===== src/rtl/seq_pkg.sv =====
// Shared definitions for the seq_pattern_tx serial pattern transmitter:
// FSM state encoding, default "110101" pattern constants and a counter-width helper.
// The GAP state exists only when SEQ_TX_GAP_EN is defined.
package seq_pkg;

  typedef enum logic [1:0] {
    ST_IDLE  = 2'd0,
    ST_SHIFT = 2'd1,
`ifdef SEQ_TX_GAP_EN
    ST_GAP   = 2'd2,
`endif
    ST_FIN   = 2'd3
  } state_e;

  // Default target sequence and its longest proper prefix that is also a suffix
  localparam int         DEF_PAT_W   = 6;
  localparam logic [5:0] DEF_PATTERN = 6'b110101;
  localparam int         DEF_OVL_LEN = 1;

  // Bits needed to hold values 0..max_val (at least one bit)
  function automatic int cnt_w(input int max_val);
    if (max_val < 2) begin
      return 1;
    end else begin
      return $clog2(max_val + 1);
    end
  endfunction

endpackage


===== src/rtl/seq_tx_shreg.sv =====
// Loadable PAT_W-bit word register with a bit-index counter.
// Presents one bit per cycle on a registered output, MSB first. A load starts
// at the MSB; a restart re-enters the latched word at a given index so that
// later repetitions can skip an overlapping prefix. With no command the
// output bit returns to 0.
module seq_tx_shreg
  import seq_pkg::*;
#(
  parameter int PAT_W = DEF_PAT_W,
  parameter int IDX_W = cnt_w(DEF_PAT_W - 1)
) (
  input  logic             clk,
  input  logic             reset,
  input  logic             i_load,
  input  logic [PAT_W-1:0] i_data,
  input  logic             i_restart,
  input  logic [IDX_W-1:0] i_start_idx,
  input  logic             i_step,
  output logic             o_bit,
  output logic             o_last_bit
);

  localparam logic [IDX_W-1:0] IDX_MSB = IDX_W'(PAT_W - 1);

  logic [PAT_W-1:0] r_word;
  logic [IDX_W-1:0] r_idx;
  logic             r_bit;

  // Word latch, index of the bit currently on the line, and the line bit itself
  always_ff @(posedge clk) begin
    if (reset) begin
      r_word <= {PAT_W{1'b0}};
      r_idx  <= {IDX_W{1'b0}};
      r_bit  <= 1'b0;
    end else if (i_load) begin
      r_word <= i_data;
      r_idx  <= IDX_MSB;
      r_bit  <= i_data[PAT_W-1];
    end else if (i_restart) begin
      r_idx  <= i_start_idx;
      r_bit  <= r_word[i_start_idx];
    end else if (i_step) begin
      r_idx  <= r_idx - IDX_W'(1);
      r_bit  <= r_word[r_idx - IDX_W'(1)];
    end else begin
      r_bit  <= 1'b0;
    end
  end

  assign o_bit      = r_bit;
  assign o_last_bit = (r_idx == {IDX_W{1'b0}});

endmodule


===== src/rtl/seq_pattern_tx.sv =====
// Serial pattern transmitter: takes a word over valid/ready, shifts it out
// MSB first a programmable number of times (optionally overlapping the
// repeated prefix) and raises exp_y the cycle after each repetition's last
// bit when the word equals PATTERN, matching a Moore detector's y.
// Optional macro SEQ_TX_GAP_EN: inserts GAP_CYC zero cycles between
// repetitions and disables overlap.
module seq_pattern_tx
  import seq_pkg::*;
#(
  parameter int               PAT_W   = DEF_PAT_W,
  parameter logic [PAT_W-1:0] PATTERN = PAT_W'(DEF_PATTERN),
  parameter int               OVL_LEN = DEF_OVL_LEN,
  parameter int               CNT_W   = 4
`ifdef SEQ_TX_GAP_EN
  ,
  parameter int               GAP_CYC = 2
`endif
) (
  input  logic             clk,
  input  logic             reset,
  input  logic             in_valid,
  input  logic [PAT_W-1:0] in_data,
  input  logic [CNT_W-1:0] in_rep,
  input  logic             in_ovl,
  output logic             in_ready,
  output logic             x,
  output logic             busy,
  output logic             done,
  output logic             exp_y
);

  localparam int               IDX_W    = cnt_w(PAT_W - 1);
  localparam logic [IDX_W-1:0] IDX_FULL = IDX_W'(PAT_W - 1);
  localparam logic [IDX_W-1:0] IDX_OVL  = IDX_W'(PAT_W - 1 - OVL_LEN);

`ifdef SEQ_TX_GAP_EN
  // The idle gap breaks any overlap, so the overlap request is dropped
  localparam logic             OVL_OK   = 1'b0;
  localparam int               GAP_W    = cnt_w(GAP_CYC);
  localparam logic [GAP_W-1:0] GAP_LAST = GAP_W'((GAP_CYC > 0) ? (GAP_CYC - 1) : 0);
`else
  localparam logic             OVL_OK   = 1'b1;
`endif

  state_e           r_state;
  state_e           w_state_nxt;

  logic             r_in_ready;
  logic             r_busy;
  logic             r_done;
  logic             r_exp_y;
  logic [CNT_W-1:0] r_rep_lat;
  logic [CNT_W-1:0] r_rep_cnt;
  logic             r_match;
  logic             r_ovl;

  logic             w_accept;
  logic             w_load;
  logic             w_restart;
  logic             w_step;
  logic             w_rep_inc;
  logic             w_ready_nxt;
  logic             w_busy_nxt;
  logic             w_done_nxt;
  logic             w_expy_nxt;
  logic             w_last_bit;
  logic             w_last_rep;
  logic             w_bit;
  logic [IDX_W-1:0] w_start_idx;
  logic [CNT_W-1:0] w_rep_eff;

`ifdef SEQ_TX_GAP_EN
  logic [GAP_W-1:0] r_gap_cnt;
  logic             w_gap_clr;
  logic             w_gap_inc;
`endif

  assign w_accept    = in_valid && r_in_ready;
  assign w_last_rep  = (r_rep_cnt == r_rep_lat);
  assign w_start_idx = r_ovl ? IDX_OVL : IDX_FULL;
  assign w_rep_eff   = (in_rep == {CNT_W{1'b0}}) ? CNT_W'(1) : in_rep;

  seq_tx_shreg #(
    .PAT_W (PAT_W),
    .IDX_W (IDX_W)
  ) u_shreg (
    .clk         (clk),
    .reset       (reset),
    .i_load      (w_load),
    .i_data      (in_data),
    .i_restart   (w_restart),
    .i_start_idx (w_start_idx),
    .i_step      (w_step),
    .o_bit       (w_bit),
    .o_last_bit  (w_last_bit)
  );

  // FSM state register
  always_ff @(posedge clk) begin
    if (reset) begin
      r_state <= ST_IDLE;
    end else begin
      r_state <= w_state_nxt;
    end
  end

  // Next state, shift-register commands and next values of the registered outputs
  always_comb begin
    w_state_nxt = r_state;
    w_load      = 1'b0;
    w_restart   = 1'b0;
    w_step      = 1'b0;
    w_rep_inc   = 1'b0;
    w_ready_nxt = 1'b0;
    w_busy_nxt  = 1'b0;
    w_done_nxt  = 1'b0;
    w_expy_nxt  = 1'b0;
`ifdef SEQ_TX_GAP_EN
    w_gap_clr   = 1'b0;
    w_gap_inc   = 1'b0;
`endif
    case (r_state)
      ST_IDLE, ST_FIN: begin
        if (w_accept) begin
          w_state_nxt = ST_SHIFT;
          w_load      = 1'b1;
          w_busy_nxt  = 1'b1;
        end else begin
          w_state_nxt = ST_IDLE;
          w_ready_nxt = 1'b1;
        end
      end
      ST_SHIFT: begin
        w_busy_nxt = 1'b1;
        if (w_last_bit) begin
          // The completing bit is on the line now; a Moore detector answers next cycle
          w_expy_nxt = r_match;
          if (w_last_rep) begin
            w_state_nxt = ST_FIN;
            w_done_nxt  = 1'b1;
            w_busy_nxt  = 1'b0;
            w_ready_nxt = 1'b1;
          end else begin
            w_rep_inc = 1'b1;
`ifdef SEQ_TX_GAP_EN
            if (GAP_CYC > 0) begin
              w_state_nxt = ST_GAP;
              w_gap_clr   = 1'b1;
            end else begin
              w_restart = 1'b1;
            end
`else
            w_restart = 1'b1;
`endif
          end
        end else begin
          w_step = 1'b1;
        end
      end
`ifdef SEQ_TX_GAP_EN
      ST_GAP: begin
        w_busy_nxt = 1'b1;
        if (r_gap_cnt == GAP_LAST) begin
          w_state_nxt = ST_SHIFT;
          w_restart   = 1'b1;
        end else begin
          w_gap_inc = 1'b1;
        end
      end
`endif
      default: begin
        w_state_nxt = ST_IDLE;
        w_ready_nxt = 1'b1;
      end
    endcase
  end

  // Registered handshake/status outputs and the per-word latched context
  always_ff @(posedge clk) begin
    if (reset) begin
      r_in_ready <= 1'b1;
      r_busy     <= 1'b0;
      r_done     <= 1'b0;
      r_exp_y    <= 1'b0;
      r_rep_lat  <= {CNT_W{1'b0}};
      r_rep_cnt  <= {CNT_W{1'b0}};
      r_match    <= 1'b0;
      r_ovl      <= 1'b0;
    end else begin
      r_in_ready <= w_ready_nxt;
      r_busy     <= w_busy_nxt;
      r_done     <= w_done_nxt;
      r_exp_y    <= w_expy_nxt;
      if (w_load) begin
        r_rep_lat <= w_rep_eff;
        r_rep_cnt <= CNT_W'(1);
        r_match   <= (in_data == PATTERN);
        r_ovl     <= in_ovl & OVL_OK;
      end else if (w_rep_inc && (r_rep_cnt != r_rep_lat)) begin
        // Saturates at the latched count, never wraps
        r_rep_cnt <= r_rep_cnt + CNT_W'(1);
      end else begin
        r_rep_cnt <= r_rep_cnt;
      end
    end
  end

`ifdef SEQ_TX_GAP_EN
  // Counts idle cycles spent between repetitions
  always_ff @(posedge clk) begin
    if (reset) begin
      r_gap_cnt <= {GAP_W{1'b0}};
    end else if (w_gap_clr) begin
      r_gap_cnt <= {GAP_W{1'b0}};
    end else if (w_gap_inc) begin
      r_gap_cnt <= r_gap_cnt + GAP_W'(1);
    end else begin
      r_gap_cnt <= r_gap_cnt;
    end
  end
`endif

  assign in_ready = r_in_ready;
  assign x        = w_bit;
  assign busy     = r_busy;
  assign done     = r_done;
  assign exp_y    = r_exp_y;

endmodule


===== config.mk =====
export PLATFORM = sky130hd
export DESIGN_NAME = seq_pattern_tx
export DESIGN_NICKNAME = d
export VERILOG_FILES = /design/src/rtl/seq_pkg.sv /design/src/rtl/seq_tx_shreg.sv /design/src/rtl/seq_pattern_tx.sv
export SDC_FILE = /design/constraint.sdc
export NUM_CORES = 1
export LEC_CHECK = 0
export ABC_AREA = 0
export CORE_ASPECT_RATIO = 1.75
export CORE_MARGIN = 3
export CORE_UTILIZATION = 40
export CTS_CLUSTER_SIZE = 30
export DETAILED_ROUTE_END_ITERATION = 8
export DONT_BUFFER_PORTS = 1
export PLACE_DENSITY = 0.63
export SLEW_MARGIN = 10
export SYNTH_ARGS = -nofsm -noshare
export SYNTH_HDL_FRONTEND = slang
export SYNTH_SLANG_ARGS = --single-unit

===== constraint.sdc =====
create_clock -name clk -period 2.45 [get_ports clk]
set_input_delay 0 -clock clk [delete_from_list [all_inputs] [get_ports clk]]
set_output_delay 0 -clock clk [all_outputs]
set_load 0.01 [all_outputs]

==> impl_metrics.ini <==
[run_status]
status = completed

[clocking]
cts_max_path_buffers = 2
path_clk_slew_ns = 0.09
cts_root_buf = clkbuf_8
cts_tree = done
h-tree-depth = 1
clk_latency_ns = 0.27
numCtsBuffers = 3
cts.sinks = 26
postCtsSetupRepairBufs = 0
postCtsResizedCells = 0

[grt]
antenna_found_initial = 0
grt_pass1_vias = 1055
grtUsageMet2 = 0.2692
met1_usage = 0.1836
top_usage_layer = met2
grt_max_degree = 23
grt_overflow_total = 0
grtUsageTotal = 0.1594
gr-usage-met3 = 0.03175
grt_pass1_wl_um = 4485

[sta]
skew_ns = 0.004090
timing.fmax_mhz = 451.0
finalMaxSlewViolations = 0
final.setup.tns_ns = 0
worst_slew_pin_slew_ns = 0.7930
grt_setup_unrepaired = false
maxSlewHeadroom = 0.4696
period_minus_slack_ns = 2.217
finalCritPeriodShare = 0.9050
hold_viol = 0
fin_ws_ns = 0.2327
setup_viol = 0

[yosys]
seq_area_frac_synth = 0.4249
yosysWarnings = 0
synth_area_um2 = 1225
synth.avg_cell_area_um2 = 8.506
syn_inst = 144
ys_seq_elements = 26
synth.distinct_cells = 35
syn_nets = 163

[layout]
synthToLayoutAreaGrowth_pct = 17.87
nNetsFinal = 176
final_common_cell = nand2_1
fillers = 295
drive_gt1_frac = 0.05769
n_antenna_cell = 0
most-common-layout-cells = 31 x nand2_1, 26 x dfxtp_1, 15 x a21oi_1
final_util = 0.4932

[floorplanning]
start_util = 0.4184
core_area_um2 = 2928
die_w_um = 47.83
dieArea_um2 = 3788
fp-row-count = 26
pin_count = 19
die_h_um = 79.21

[power]
p_leak_nw = 0.5459
peakVddDrop_uv = 523.0
power.density_nw_per_um2 = 846.2

[critical_path]
endpoint = r_match$_SDFFE_PP0P_
crit_arrival_ns = 2.42
worst_r2r_path_depth = 6
critPathLaunch = r_state[0]$_SDFFE_PP0P_
critPathRequiredTime_ns = 2.65
worstSetupPathType = reg -> reg
reg2reg_to = r_match$_SDFFE_PP0P_
path_max_fanout = 17
worstSetupEndpointType = flip-flop
reg2reg_slack_ns = 0.23
r2r_start = r_state[0]$_SDFFE_PP0P_
setup.worst_path.start_class = flip-flop

[detailed_routing]
num_vias = 1031
vias_per_cell = 5.603
drc_errors = 0
wl_um = 2541
drt-wirelength-per-cell_um = 13.81
drtAntennaViolNets = 0
drtPass1Iterations = 4
drt_iter0_markers = 13

[place]
io_buffers = 0
dpl.hpwl_um = 1835
place_congestion = 0.7566
pre_cts_slack_ns = 0.6075

[flow_run]
drv_cap = 0

[worst_hold_path]
hp-class = in -> reg
-- layer usage --
metal,vias up,part of all wire
met5,-,0
met4,0,0.021
met3,4,0.031
met2,15,0.53
met1,482,0.42
li1,530,-
-- state kept, by name, summed over array words and instances, names as in the netlist --
signal,cells
busy,1
done,1
exp_y,1
in_ready,1
r_match,1
r_ovl,1
r_rep_cnt,4
r_rep_lat,4
r_state,2
u_shreg.o_bit,1
u_shreg.r_idx,3
u_shreg.r_word,6
-- worst min path at each step --
stage,start,end,slack [ns],cells past startpoint
after floorplan,in_data[1],u_shreg.r_word[1]$_SDFFE_PP0P_,0.14,2
after global placement,reset,r_ovl$_SDFFE_PP0P_,0.07,1
after detailed placement,reset,r_match$_SDFFE_PP0P_,0.07,1
after CTS,in_valid,u_shreg.r_idx[1]$_SDFFE_PP0P_,0.09,3
after global routing,in_valid,u_shreg.r_idx[1]$_SDFFE_PP0P_,0.16,3
final,in_valid,u_shreg.r_idx[1]$_SDFFE_PP0P_,0.09,3
-- Yosys cell counts, drive strengths merged --
cell type / instances / area share
ha: 5 / 0.051
a41oi: 1 / 0.013
a31oi: 2 / 0.010
o22ai: 2 / 0.010
o211ai: 1 / 0.0061
nor4bb: 1 / 0.0082
nand2: 31 / 0.095
o32ai: 2 / 0.014
a211oi: 2 / 0.012
a21oi: 15 / 0.061
a21boi: 1 / 0.0061
nand2b: 2 / 0.010
xnor2: 5 / 0.036
o21a: 2 / 0.012
a211o: 1 / 0.0072
mux2: 2 / 0.018
clkbuf: 3 / 0.0092
nand4: 2 / 0.010
or3: 2 / 0.010
and3: 4 / 0.020
dfxtp: 26 / 0.42
inv: 7 / 0.021
nand3: 1 / 0.0041
o31ai: 1 / 0.0061
mux2i: 4 / 0.033
o21ai: 2 / 0.0082
buf: 4 / 0.019
and4: 2 / 0.014
nor3: 2 / 0.0082
a21o: 1 / 0.0061
nor2: 6 / 0.018
nand4b: 2 / 0.014
-- worst max-delay path, cell delays in order (launching register included) --
cell	delay, ns
dfxtp_1	0.35
inv_1	0.06
ha_1	0.33
and3_1	0.55
nand4_1	0.16
dlygate4sd3_1	0.59
a21oi_1	0.11
-- stage by stage --
step	instances	hold slack [ns]	instance area (um^2)	power (mW)
floorplan	144	0.1360	1225	0.8063
global placement	166	0.07253	1232	0.8399
detailed placement	166	0.07491	1232	0.8533
CTS	184	0.09130	1444	1.235
global route	184	0.1560	1444	1.297
finish	184	0.08781	1444	1.222
-- cell type report --
type                    instances  area (um^2)  area share
multi-input cells             104        643.1      0.4454
well taps                      28        35.03     0.02426
inverters                       7        26.28     0.01820
clock buffers                   3        41.29     0.02860
flip-flops and latches         26        520.5      0.3605
clock inverters                 1        30.03     0.02080
repair buffers                 15        147.6      0.1023
-- logic make-up (layout without fill, tap and decap cells) --
| group | count (synthesis) | after routing | share of synthesized area |
|---|---|---|---|
| fa+ha+maj | 5 | 5 | 0.05107 |
| flops | 26 | 26 | 0.4249 |
| compound gates | 33 | 33 | 0.1737 |
| xor+xnor | 5 | 5 | 0.03575 |
| simple gates | 55 | 55 | 0.2135 |
| buf+inv | 14 | 26 | 0.05004 |
| mux | 6 | 6 | 0.05107 |
-- power breakdown --
part,switching [mW],leakage (nW),internal (mW)
Sequential,0.0433,0.213,0.475
Combinational,0.199,0.297,0.149
Clock,0.137,0.0357,0.219
Total,0.379,0.546,0.842
-- what timing repair did --
item | CTS | global route
endpoints found under the hold margin | 26 | 0
endpoints found under the setup margin | 0 | 0
hold buffers | 14 | 0
No activity file was read; power rests on OpenSTA's default activity.
